[src/rtl/wave_step_sequencer.sv]
// Step-table scheduler for the wave generator: plays entries 0..last_idx.
// Ports: table write (wr_*), start/stop/loop/last_idx control,
// period_tick timing input, cfg valid/ready handshake, gen_en, status.
module wave_step_sequencer #(
  parameter int DEPTH = 8,
  parameter int AW    = 3,
  parameter int PW    = 8,
  parameter int DW    = 8
) (
  input  logic          clk,
  input  logic          rst,
  input  logic          wr_en,
  input  logic [AW-1:0] wr_addr,
  input  logic [1:0]    wr_wave,
  input  logic [PW-1:0] wr_incr,
  input  logic [DW-1:0] wr_dur,
  input  logic          start,
  input  logic          stop,
  input  logic          loop,
  input  logic [AW-1:0] last_idx,
  input  logic          period_tick,
  input  logic          cfg_ready,
  output logic          cfg_valid,
  output logic [1:0]    wave_sel,
  output logic [PW-1:0] phase_incr,
  output logic          gen_en,
  output logic [AW-1:0] step_idx,
  output logic          busy,
  output logic          done
);

  typedef enum logic [1:0] {
    IDLE,
    ISSUE,
    RUN,
    FINISH
  } state_t;

  state_t state, state_nx;

  logic [1:0]    tab_wave [DEPTH];
  logic [PW-1:0] tab_incr [DEPTH];
  logic [DW-1:0] tab_dur  [DEPTH];

  logic          loop_q;
  logic [AW-1:0] last_q;
  logic [DW-1:0] cnt;
  logic [1:0]    wave_q;
  logic [PW-1:0] incr_q;

  logic hs;
  logic step_end;
  logic at_last;
  logic go;

  always_comb begin
    go       = (state == IDLE) && start && !stop;
    hs       = (state == ISSUE) && cfg_ready;
    step_end = (state == RUN) && period_tick
               && (cnt == DW'(1));
    at_last  = (step_idx == last_q);
  end

  always_comb begin
    state_nx = state;
    unique case (state)
      IDLE: begin
        if (go) state_nx = ISSUE;
      end
      ISSUE: begin
        if (stop)    state_nx = IDLE;
        else if (hs) state_nx = RUN;
      end
      RUN: begin
        if (stop) begin
          state_nx = IDLE;
        end else if (step_end) begin
          if (at_last && !loop_q) state_nx = FINISH;
          else                    state_nx = ISSUE;
        end
      end
      FINISH: state_nx = IDLE;
      default: state_nx = IDLE;
    endcase
  end

  // In ISSUE the table is shown directly so a same-cycle
  // write+start is visible; otherwise the accepted values hold.
  always_comb begin
    cfg_valid  = (state == ISSUE);
    busy       = (state != IDLE);
    done       = (state == FINISH);
    wave_sel   = wave_q;
    phase_incr = incr_q;
    if (state == ISSUE) begin
      wave_sel   = tab_wave[step_idx];
      phase_incr = tab_incr[step_idx];
    end
  end

  always_ff @(posedge clk) begin
    if (rst) begin
      state    <= IDLE;
      loop_q   <= 1'b0;
      last_q   <= '0;
      step_idx <= '0;
      cnt      <= '0;
      wave_q   <= '0;
      incr_q   <= '0;
      gen_en   <= 1'b0;
      for (int i = 0; i < DEPTH; i++) begin
        tab_wave[i] <= '0;
        tab_incr[i] <= '0;
        tab_dur[i]  <= '0;
      end
    end else begin
      state <= state_nx;
      if ((state == IDLE) && wr_en) begin
        tab_wave[wr_addr] <= wr_wave;
        tab_incr[wr_addr] <= wr_incr;
        tab_dur[wr_addr]  <= wr_dur;
      end
      if (go) begin
        loop_q   <= loop;
        last_q   <= last_idx;
        step_idx <= '0;
      end
      if ((state != IDLE) && stop) begin
        gen_en <= 1'b0;
      end else if (hs) begin
        wave_q <= tab_wave[step_idx];
        incr_q <= tab_incr[step_idx];
        // Zero duration plays as one period.
        cnt    <= (tab_dur[step_idx] == '0)
                  ? DW'(1) : tab_dur[step_idx];
        gen_en <= 1'b1;
      end else if ((state == RUN) && period_tick) begin
        cnt <= cnt - DW'(1);
        if (step_end) begin
          if (!at_last)    step_idx <= step_idx + AW'(1);
          else if (loop_q) step_idx <= '0;
          else             gen_en   <= 1'b0;
        end
      end
    end
  end

endmodule

[config.mk]
export PLATFORM = sky130hd
export DESIGN_NAME = wave_step_sequencer
export DESIGN_NICKNAME = d
export VERILOG_FILES = /design/src/rtl/wave_step_sequencer.sv
export SDC_FILE = /design/constraint.sdc
export NUM_CORES = 1
export LEC_CHECK = 0
export ABC_AREA = 1
export CAP_MARGIN = 20
export CORE_AREA = 2 2 140 142
export DETAILED_ROUTE_END_ITERATION = 12
export DIE_AREA = 0 0 142 144
export GPL_ROUTABILITY_DRIVEN = 0
export SLEW_MARGIN = 20
export SYNTH_ARGS = -nofsm -noshare
export SYNTH_HDL_FRONTEND = slang
export SYNTH_SLANG_ARGS = --single-unit
[constraint.sdc]
create_clock -name clk -period 2.3 [get_ports clk]
set_input_delay 0.46 -clock clk [delete_from_list [all_inputs] [get_ports clk]]
set_output_delay 0.46 -clock clk [all_outputs]
set_load 0.02 [all_outputs]
==> Word level (Yosys, flattened, before mapping) <==
Memories as Yosys holds them, arrays and structs flattened. A register that Yosys moved wholly into a read port is not among the register bits.
Index checks and enable logic that the tools add are counted.
{ "classes": {"add_sub_neg": 2, "n_eq_ne": 9, "mux": 41, "bitwise_logic": 1, "reduce_logical": 24} }
{ "op_table": {"columns": ["op", "n"], "rows": [
  ["$mux W8", 6],
  ["$mux W3", 13],
  ["$mux W2", 8],
  ["$reduce_or A8 Y1", 2],
  ["$mux W1", 13],
  ["$eq A8 B1 Y1 const B", 1],
  ["$logic_and A1 B1 Y1", 8],
  ["$logic_not A8 Y1", 1],
  ["$pmux W2 S4", 1],
  ["$reduce_bool A2 Y1", 4],
  ["$sub A8 B1 Y8 const B", 1],
  ["$eq A2 B2 Y1 const B", 2],
  ["$reduce_and A2 Y1", 2],
  ["$reduce_and A4 Y1", 1],
  ["$reduce_or A2 Y1", 2],
  ["$add A3 B1 Y3 const B", 1],
  ["$eq A3 B3 Y1", 1],
  ["$ne A3 B2 Y1 const B", 1],
  ["$ne A3 B3 Y1 const B", 1],
  ["$reduce_and A3 Y1", 1],
  ["$eq A2 B1 Y1 const B", 1],
  ["$logic_not A1 Y1", 2],
  ["$logic_not A2 Y1", 1],
  ["$ne A2 B1 Y1 const B", 1],
  ["2 further kinds", 2]
]} }
{ "word_totals": {"ff_bits": 28, "ram_bits": 144, "word_cells": 88, "memories": 3} }
{ "mem_list": {"columns": ["name", "words", "word_bits", "read_ports", "rd_clocked_by_memory_dff", "wr", "line", "rtl"], "rows": [
  ["tab_dur", 8, 8, 1, 1, 8, "43", "logic [DW-1:0] tab_dur [DEPTH];"],
  ["tab_incr", 8, 8, 1, 1, 8, "42", "logic [PW-1:0] tab_incr [DEPTH];"],
  ["tab_wave", 8, 2, 1, 1, 8, "41", "logic [1:0] tab_wave [DEPTH];"]
]} }

==> Logic depth before layout (Yosys ltp) <==
Gate-level depths: netlist of the first run.
{ "depth": {"ltp_word": 11, "ltp_mapped": 13, "mapped_depth_nobuf": 12} }

==> Worst setup path before layout of the first run <==
OpenSTA, ideal clock, no wires.
{ "synth_timing": {"kind": "reg-to-output", "startpoint": "reg step_idx[0] (netlist name)", "endpoint": "out phase_incr[0]", "arrival_time_ns": 1.628, "path_slack_ns": 0.212, "stages_incl_launch_ff": 7, "path_buffers": 2, "cell_sequence": "dfxtp_1 > buf_6 > clkbuf_1 > o21ai_0 > o221ai_1 > o21ai_1 > o21ai_1"} }
{ "synth_lines": {"columns": ["item", "line", "rtl"], "rows": [
  ["end: declaration", "25", "output logic [PW-1:0] phase_incr,"]
]} }

==> impl_metrics.sql, run 1 <==
INSERT INTO impl_metrics (metric_group, metric, value, unit) VALUES
('global_routing', 'largest_net_degree_at_the_start_of_global_routing', '34', ''),
('clock_tree', 'htree_num_levels', '4', ''),
('cells_and_area', 'seq_area', '4890', 'um^2'),
('timing', 'finalCriticalPeriod', '2.24', 'ns'),
('timing', 'timing.clock.skew', '0.00686', 'ns'),
('cells_and_area', 'finish.net_count', '982', ''),
('floorplan', 'num_io_pins', '49', ''),
('pwr', 'p_per_area', '719', 'nW/um^2'),
('clock_tree', 'cts.sinks', '172', ''),
('cells_and_area', 'final_cell_count_no_fill', '1198', ''),
('placement', 'port_buffers', '48', ''),
('timing', 'period_share', '0.972', ''),
('logic_synthesis', 'post_synth_inst_count', '875', ''),
('floorplan', 'die-height', '144', 'um'),
('global_routing', 'global_route.usage.total', '0.207', ''),
('clock_tree', 'clock-root-buffer', 'sky130_fd_sc_hd__clkbuf_16', ''),
('timing', 'final_hold_viol_count', '0', ''),
('cells_and_area', 'fill_cells', '1801', ''),
('timing', 'rsz0062_at_grt', 'yes', ''),
('floorplan', 'floorplan.rows', '51', ''),
('timing', 'maxSlewHeadroom', '0.749', ''),
('status', 'run_status', 'completed', ''),
('logic_synthesis', 'synth.net_count', '910', ''),
('routing', 'route.final.wire_length', '20400', 'um'),
('timing', 'finalSetupViolCount', '0', ''),
('routing', 'drt_first_iter_violations', '533', ''),
('worst_setup_path', 'criticalPathCategory', 'reg2out', ''),
('logic_synthesis', 'syn_area_per_cell', '9.19', 'um^2'),
('pwr', 'peakVddDrop', '515', 'uV'),
('worst_setup_path', 'worstSetupEndpointType', 'primary output', ''),
('cells_and_area', 'final_layout_size_suffix_gt1_frac', '0.123', ''),
('floorplan', 'die_area', '20400', 'um^2'),
('logic_synthesis', 'synth-seq-cells', '172', ''),
('clock_tree', 'tritoncts', 'built', ''),
('cells_and_area', 'flow.area_growth_from_synthesis', '19.9', '%'),
('placement', 'placed_cells', '1164', ''),
('pwr', 'leakage', '4.02', 'nW'),
('global_routing', 'grt.overflow.total', '0', ''),
('clock_tree', 'clk_latency', '0.42', 'ns'),
('logic_synthesis', 'ys_types', '35', ''),
('floorplan', 'die_width', '142', 'um'),
('cells_and_area', 'antenna_cells_inserted', '0', ''),
('worst_hold_path', 'holdCritPathClass', 'reg2reg', ''),
('pwr', 'total_power', '6.93', 'mW'),
('worst_setup_path', 'critical_path_required', '1.84', 'ns'),
('global_routing', 'grt_pass1_wl', '31600', 'um'),
('timing', 'timing_max_transition_violations_final', '0', ''),
('logic_synthesis', 'post_synth_instance_area', '8040', 'um^2'),
('worst_setup_path', 'crit_arrival', '1.78', 'ns'),
('routing', 'route.detailed.drc', '0', ''),
('clock_tree', 'ctsHoldBuffers', '0', ''),
('cells_and_area', 'fin_area', '9640', 'um^2'),
('logic_synthesis', 'synth-seq-area-share', '0.608', ''),
('placement', 'dp_hpwl', '13200', 'um'),
('floorplan', 'core_area', '19100', 'um^2'),
('worst_setup_path', 'worst_setup_sp_type', 'flop', ''),
('cells_and_area', 'total_area_of_multi_input_combinational_cells', '2620', 'um^2'),
('routing', 'routedWlPerCell', '17.0', 'um'),
('worst_setup_path', 'path_max_fanout', '14', ''),
('timing', 'fmax', '0.447', 'GHz'),
('timing', 'final.hold.worst_slack', '0.488', 'ns'),
('placement', 'dpl_cell_area', '9050', 'um^2'),
('run', 'cap_violations', '0', ''),
('routing', 'routed_via_density', '5.14', ''),
('logic_synthesis', 'yosys_warnings', '0', ''),
('global_routing', 'number_of_global_route_vias_before_repair', '5746', ''),
('routing', 'routed-via-count', '6159', ''),
('timing', 'worst_slew_pin_slew', '0.376', 'ns'),
('clock_tree', 'max-clock-path-buffers', '2', ''),
('routing', 'drt.antenna.violating_nets', '0', ''),
('clock_tree', 'clk_pin_slew', '0.07', 'ns'),
('routing', 'drt_pass1_iterations', '5', ''),
('floorplan', 'floorplan.initialDensity', '0.421', ''),
('global_routing', 'grt_antenna_before_repair', '0', ''),
('clock_tree', 'number_of_buffers_created_by_cts', '17', '');
==> per-stage QoR <==
stage / TNS, ns / utilization / worst slack (ns)
after floorplan: 0 / - / 0.212
after CTS: 0 / 0.503 / 0.00806
after detailed placement: 0 / 0.474 / 0.0325
after global routing: -0.160 / 0.505 / -0.0514
final: 0 / 0.505 / 0.0636
after global placement: 0 / 0.474 / 0.0655
==> sequential cells by signal, summed over array words and instances (netlist names) <==
| name | count |
|---|---|
| cnt | 8 |
| gen_en | 1 |
| incr_q | 8 |
| last_q | 3 |
| loop_q | 1 |
| state | 2 |
| step_idx | 3 |
| tab_dur | 64 |
| tab_incr | 64 |
| tab_wave | 16 |
| wave_q | 2 |
==> area by class of cell <==
cell class	count	share of cell area
flip-flops and latches	172	0.507
multi-input cells	570	0.271
repair buffers	96	0.0966
clock buffers	21	0.0457
inverters	90	0.0353
well taps	238	0.0309
clock inverters	11	0.0126
==> worst paths after layout <==
check	from	to	slack, ns	cells after the start
worst min register to register	loop_q$_SDFFE_PP0P_	loop_q$_SDFFE_PP0P_	0.49	2
worst max register to register	step_idx[0]$_SDFF_PP0_	cnt[0]$_SDFFE_PP0P_	0.34	13
worst min-delay path	loop_q$_SDFFE_PP0P_	loop_q$_SDFFE_PP0P_	0.49	2
worst max-delay path	step_idx[0]$_SDFF_PP0_	wave_sel[0]	0.06	7
==> layer usage <==
metal	vias to the layer above	GRT usage	routed length, um
met5	-	0	0
met4	0	0.0553	238
met3	19	0.0397	1020
met2	178	0.321	9270
met1	2920	0.299	9850
li1	3042	-	-
==> Yosys cell counts, drive strengths merged <==
| cell type | number | area (um^2) |
|---|---|---|
| edfxtp | 144 | 4320 |
| a21oi | 22 | 121 |
| dfxtp | 28 | 561 |
| nor2 | 213 | 832 |
| o31ai | 1 | 7.51 |
| nand3b | 1 | 7.51 |
| nand3 | 51 | 260 |
| nand4 | 2 | 12.5 |
| o221a | 1 | 11.3 |
| nand2 | 158 | 613 |
| xnor2 | 3 | 26.3 |
| ha | 3 | 37.5 |
| nor4 | 1 | 6.26 |
| xor2 | 4 | 35.0 |
| or2 | 2 | 15.0 |
| a31oi | 2 | 12.5 |
| buf | 28 | 168 |
| o21ai | 82 | 414 |
| o211ai | 3 | 22.5 |
| o22ai | 11 | 68.8 |
| clkbuf | 15 | 56.3 |
| inv | 90 | 338 |
| o221ai | 10 | 87.6 |
==> kinds of logic after synthesis <==
family,share of synthesized area
compound gates,0.0928
buf+inv,0.0699
simple gates,0.217
xor+xnor,0.00763
fa+ha+maj,0.00467
flops,0.608
==> timing repair <==
action                                  CTS  global route
resized for setup                        49            14
cloned                                    0             1
buffers inserted                          0             1
hold endpoints to repair                  0             0
pin swaps                                 3             7
endpoints found under the setup margin   10             8
==> cells in the final DEF (no fill, tap or decap), types with 8 or more instances in the layout <==
| cell type | instances |
|---|---|
| sky130_fd_sc_hd__buf_12 | 9 |
| sky130_fd_sc_hd__nand3_1 | 50 |
| sky130_fd_sc_hd__nand2_1 | 150 |
| sky130_fd_sc_hd__edfxtp_1 | 144 |
| sky130_fd_sc_hd__buf_4 | 42 |
| sky130_fd_sc_hd__o22ai_1 | 10 |
| sky130_fd_sc_hd__o21ai_1 | 29 |
| sky130_fd_sc_hd__a21oi_1 | 19 |
| sky130_fd_sc_hd__clkdlybuf4s50_1 | 38 |
| sky130_fd_sc_hd__dfxtp_1 | 26 |
| sky130_fd_sc_hd__nand2_2 | 8 |
| sky130_fd_sc_hd__clkbuf_16 | 18 |
| sky130_fd_sc_hd__o21ai_0 | 47 |
| sky130_fd_sc_hd__o221ai_1 | 10 |
| sky130_fd_sc_hd__inv_1 | 86 |
| sky130_fd_sc_hd__nor2_1 | 208 |
==> critical path, stage by stage, from the launching register on <==
cell and delay [ns]:
sky130_fd_sc_hd__dfxtp_4 0.37, sky130_fd_sc_hd__inv_4 0.10, sky130_fd_sc_hd__buf_12 0.14, sky130_fd_sc_hd__o21ai_0 0.08, sky130_fd_sc_hd__o221ai_1 0.22, sky130_fd_sc_hd__o21ai_2 0.15
sky130_fd_sc_hd__o21ai_1 0.14, sky130_fd_sc_hd__buf_4 0.15
==> where the power goes <==
group	leakage [nW]	switching, mW	internal (mW)
Clock	0.261	1.17	1.59
Combinational	2.05	0.384	0.218
Sequential	1.71	0.0509	3.52
Total	4.02	1.60	5.33
Power figures use the tool's default switching activity.
==> run 2: changes to the inputs <==
--- a/config.mk
+++ b/config.mk
@@ -7,10 +7,13 @@
 export LEC_CHECK = 0
 export ABC_AREA = 1
 export CAP_MARGIN = 20
+export CELL_PAD_IN_SITES_DETAIL_PLACEMENT = 1
+export CELL_PAD_IN_SITES_GLOBAL_PLACEMENT = 1
 export CORE_AREA = 2 2 140 142
 export DETAILED_ROUTE_END_ITERATION = 12
 export DIE_AREA = 0 0 142 144
 export GPL_ROUTABILITY_DRIVEN = 0
+export PLACE_DENSITY_LB_ADDON = 0.1
 export SLEW_MARGIN = 20
 export SYNTH_ARGS = -nofsm -noshare
 export SYNTH_HDL_FRONTEND = slang
==> impl_metrics.sql, run 2 (same netlist as run 1, synthesis figures left out) <==
INSERT INTO impl_metrics (metric_group, metric, value, unit) VALUES
('floorplan', 'core_area', '19100', 'um^2'),
('cells_and_area', 'most-common-layout-cells', 'sky130_fd_sc_hd__nor2_1 (203), sky130_fd_sc_hd__nand2_1 (150), sky130_fd_sc_hd__edfxtp_1 (144)', ''),
('clock_tree', 'number_of_buffers_created_by_cts', '17', ''),
('cells_and_area', 'largest_registers', 'tab_dur (64), tab_incr (64), tab_wave (16)', ''),
('routing', 'drt.antenna.violating_nets', '0', ''),
('cells_and_area', 'seq_area', '4890', 'um^2'),
('global_routing', 'global_route.usage.total', '0.252', ''),
('worst_setup_path', 'path_max_fanout', '10', ''),
('worst_setup_path', 'critical_path_required', '1.84', 'ns'),
('cells_and_area', 'finish.net_count', '981', ''),
('timing', 'finalSetupViolCount', '10', ''),
('floorplan', 'floorplan.rows', '51', ''),
('timing', 'fmax', '0.418', 'GHz'),
('pwr', 'share_seq_of_total_power', '0.493', ''),
('pwr', 'sw_frac_of_total', '0.245', ''),
('timing', 'rsz0062_at_grt', 'yes', ''),
('clock_tree', 'tritoncts', 'built', ''),
('timing', 'worst_slew_pin_slew', '0.476', 'ns'),
('clock_tree', 'htree_num_levels', '4', ''),
('worst_setup_path', 'worstSetupEndpointType', 'primary output', ''),
('timing', 'post-route-worst-setup-slack', '-0.0920', 'ns'),
('cells_and_area', 'total_area_of_multi_input_combinational_cells', '2660', 'um^2'),
('worst_setup_path', 'worst_setup_sp_type', 'flop', ''),
('routing', 'drt_pass1_iterations', '5', ''),
('worst_hold_path', 'holdCritPathClass', 'reg2reg', ''),
('cells_and_area', 'final_layout_size_suffix_gt1_frac', '0.138', ''),
('global_routing', 'grt_pass1_wl', '37900', 'um'),
('pwr', 'leakage', '4.13', 'nW'),
('cells_and_area', 'layout.cells.most_common', 'sky130_fd_sc_hd__nor2_1', ''),
('timing', 'period_share', '1.04', ''),
('pwr', 'power.clock.fraction', '0.418', ''),
('clock_tree', 'max-clock-path-buffers', '2', ''),
('routing', 'routed_via_density', '5.43', ''),
('clock_tree', 'clock-root-buffer', 'sky130_fd_sc_hd__clkbuf_16', ''),
('worst_setup_path', 'crit_arrival', '1.93', 'ns'),
('global_routing', 'grt_antenna_before_repair', '0', ''),
('floorplan', 'die_width', '142', 'um'),
('pwr', 'switching_power', '1.78', 'mW'),
('clock_tree', 'clk_latency', '0.44', 'ns'),
('routing', 'routedWlPerCell', '20.9', 'um'),
('status', 'violated_checks', 'negative setup slack', ''),
('clock_tree', 'clk_pin_slew', '0.07', 'ns'),
('placement', 'dp_hpwl', '16000', 'um'),
('pwr', 'peakVddDrop', '534', 'uV'),
('cells_and_area', 'fill_cells', '2152', ''),
('status', 'run_status', 'complete, but fails checks', ''),
('routing', 'route.final.wire_length', '25100', 'um'),
('floorplan', 'die-height', '144', 'um'),
('timing', 'maxSlewHeadroom', '0.683', ''),
('cells_and_area', 'flow.area_growth_from_synthesis', '22.8', '%'),
('run', 'cap_violations', '0', ''),
('routing', 'drt_first_iter_violations', '408', ''),
('cells_and_area', 'final_util', '0.517', ''),
('placement', 'port_buffers', '48', ''),
('global_routing', 'grt.overflow.total', '0', ''),
('floorplan', 'die_area', '20400', 'um^2'),
('timing', 'setup_total_negative_slack', '-0.456', 'ns'),
('global_routing', 'largest_net_degree_at_the_start_of_global_routing', '34', ''),
('global_routing', 'number_of_global_route_vias_before_repair', '6560', ''),
('pwr', 'total_power', '7.25', 'mW'),
('pwr', 'cell_internal_pwr', '5.47', 'mW'),
('cells_and_area', 'antenna_cells_inserted', '0', ''),
('routing', 'route.detailed.drc', '0', ''),
('timing', 'finalCriticalPeriod', '2.39', 'ns'),
('worst_setup_path', 'criticalPathCategory', 'reg2out', ''),
('timing', 'timing.clock.skew', '0.0139', 'ns'),
('pwr', 'p_per_area', '734', 'nW/um^2'),
('timing', 'timing_max_transition_violations_final', '0', ''),
('floorplan', 'floorplan.initialDensity', '0.421', ''),
('timing', 'final_hold_viol_count', '0', ''),
('routing', 'routed-via-count', '6501', ''),
('floorplan', 'num_io_pins', '49', ''),
('clock_tree', 'cts.sinks', '172', ''),
('pwr', 'comb_pwr_share', '0.089', '');
## run 2: cell count changes in the layout (fill, tap and decap cells not counted), moves of 5 or more
cell and delta:
sky130_fd_sc_hd__buf_4 -7, sky130_fd_sc_hd__nor2_2 +5, sky130_fd_sc_hd__o21ai_0 -6, sky130_fd_sc_hd__buf_2 -5, sky130_fd_sc_hd__nor2_1 -5
## run 2: power by group through the flow
stage / Combinational (mW) / Sequential, mW / Clock, mW
global route: 0.707 / 3.58 / 3.18
finish: 0.643 / 3.57 / 3.03
CTS: 0.640 / 3.57 / 3.06
global placement: 0.625 / 3.63 / 0
floorplan: 0.351 / 3.62 / 0
detailed placement: 0.641 / 3.64 / 0
## run 2: what timing repair did
action,CTS,global route
pin swaps,8,17
resized for setup,69,28
endpoints found under the setup margin,12,11
hold endpoints to repair,0,0
buffers inserted,4,4
gates cloned,2,3
hold buffers,0,0
## run 2: layer usage
metal	GRT usage	up-vias	part of all wire	wire length (um)
li1	-	3044	-	-
met1	0.340	3220	0.44	11000
met2	0.419	203	0.49	12200
met3	0.0467	34	0.057	1440
met4	0.0716	0	0.015	372
met5	0	-	0	0
## run 2: final cells by class
class                   instances  share of cell area
repair buffers                 95               0.107
inverters                      90              0.0357
clock buffers                  17              0.0431
clock inverters                15              0.0190
well taps                     238              0.0302
multi-input cells             570               0.269
flip-flops and latches        172               0.495
## run 2: critical path, cell delays in order, from the launching register on
cell and delay (ns):
sky130_fd_sc_hd__dfxtp_4 0.37, sky130_fd_sc_hd__buf_6 0.14, sky130_fd_sc_hd__clkbuf_16 0.16, sky130_fd_sc_hd__nor2_1 0.21, sky130_fd_sc_hd__o22ai_1 0.16, sky130_fd_sc_hd__o21ai_1 0.18, sky130_fd_sc_hd__o21ai_1 0.10, sky130_fd_sc_hd__buf_4 0.17
## run 2: worst paths after layout
check,end,slack (ns),cells past startpoint,from
min,loop_q$_SDFFE_PP0P_,0.49,2,loop_q$_SDFFE_PP0P_
max reg2reg,cnt[0]$_SDFFE_PP0P_,0.26,14,step_idx[0]$_SDFF_PP0_
max,phase_incr[6],-0.09,7,step_idx[0]$_SDFF_PP0_
min reg2reg,loop_q$_SDFFE_PP0P_,0.49,2,loop_q$_SDFFE_PP0P_
## run 2: stage by stage
step / cells / area [um^2] / hold slack, ns / setup WS (ns)
CTS: 1191 / 9710 / 0.498 / -0.0577
floorplan: 875 / 8040 / 0.456 / 0.212
global placement: 1153 / 8990 / 0.469 / -0.00706
global route: 1197 / 9870 / 0.537 / -0.188
detailed placement: 1153 / 8990 / 0.486 / -0.0863
finish: 1197 / 9870 / 0.494 / -0.0920
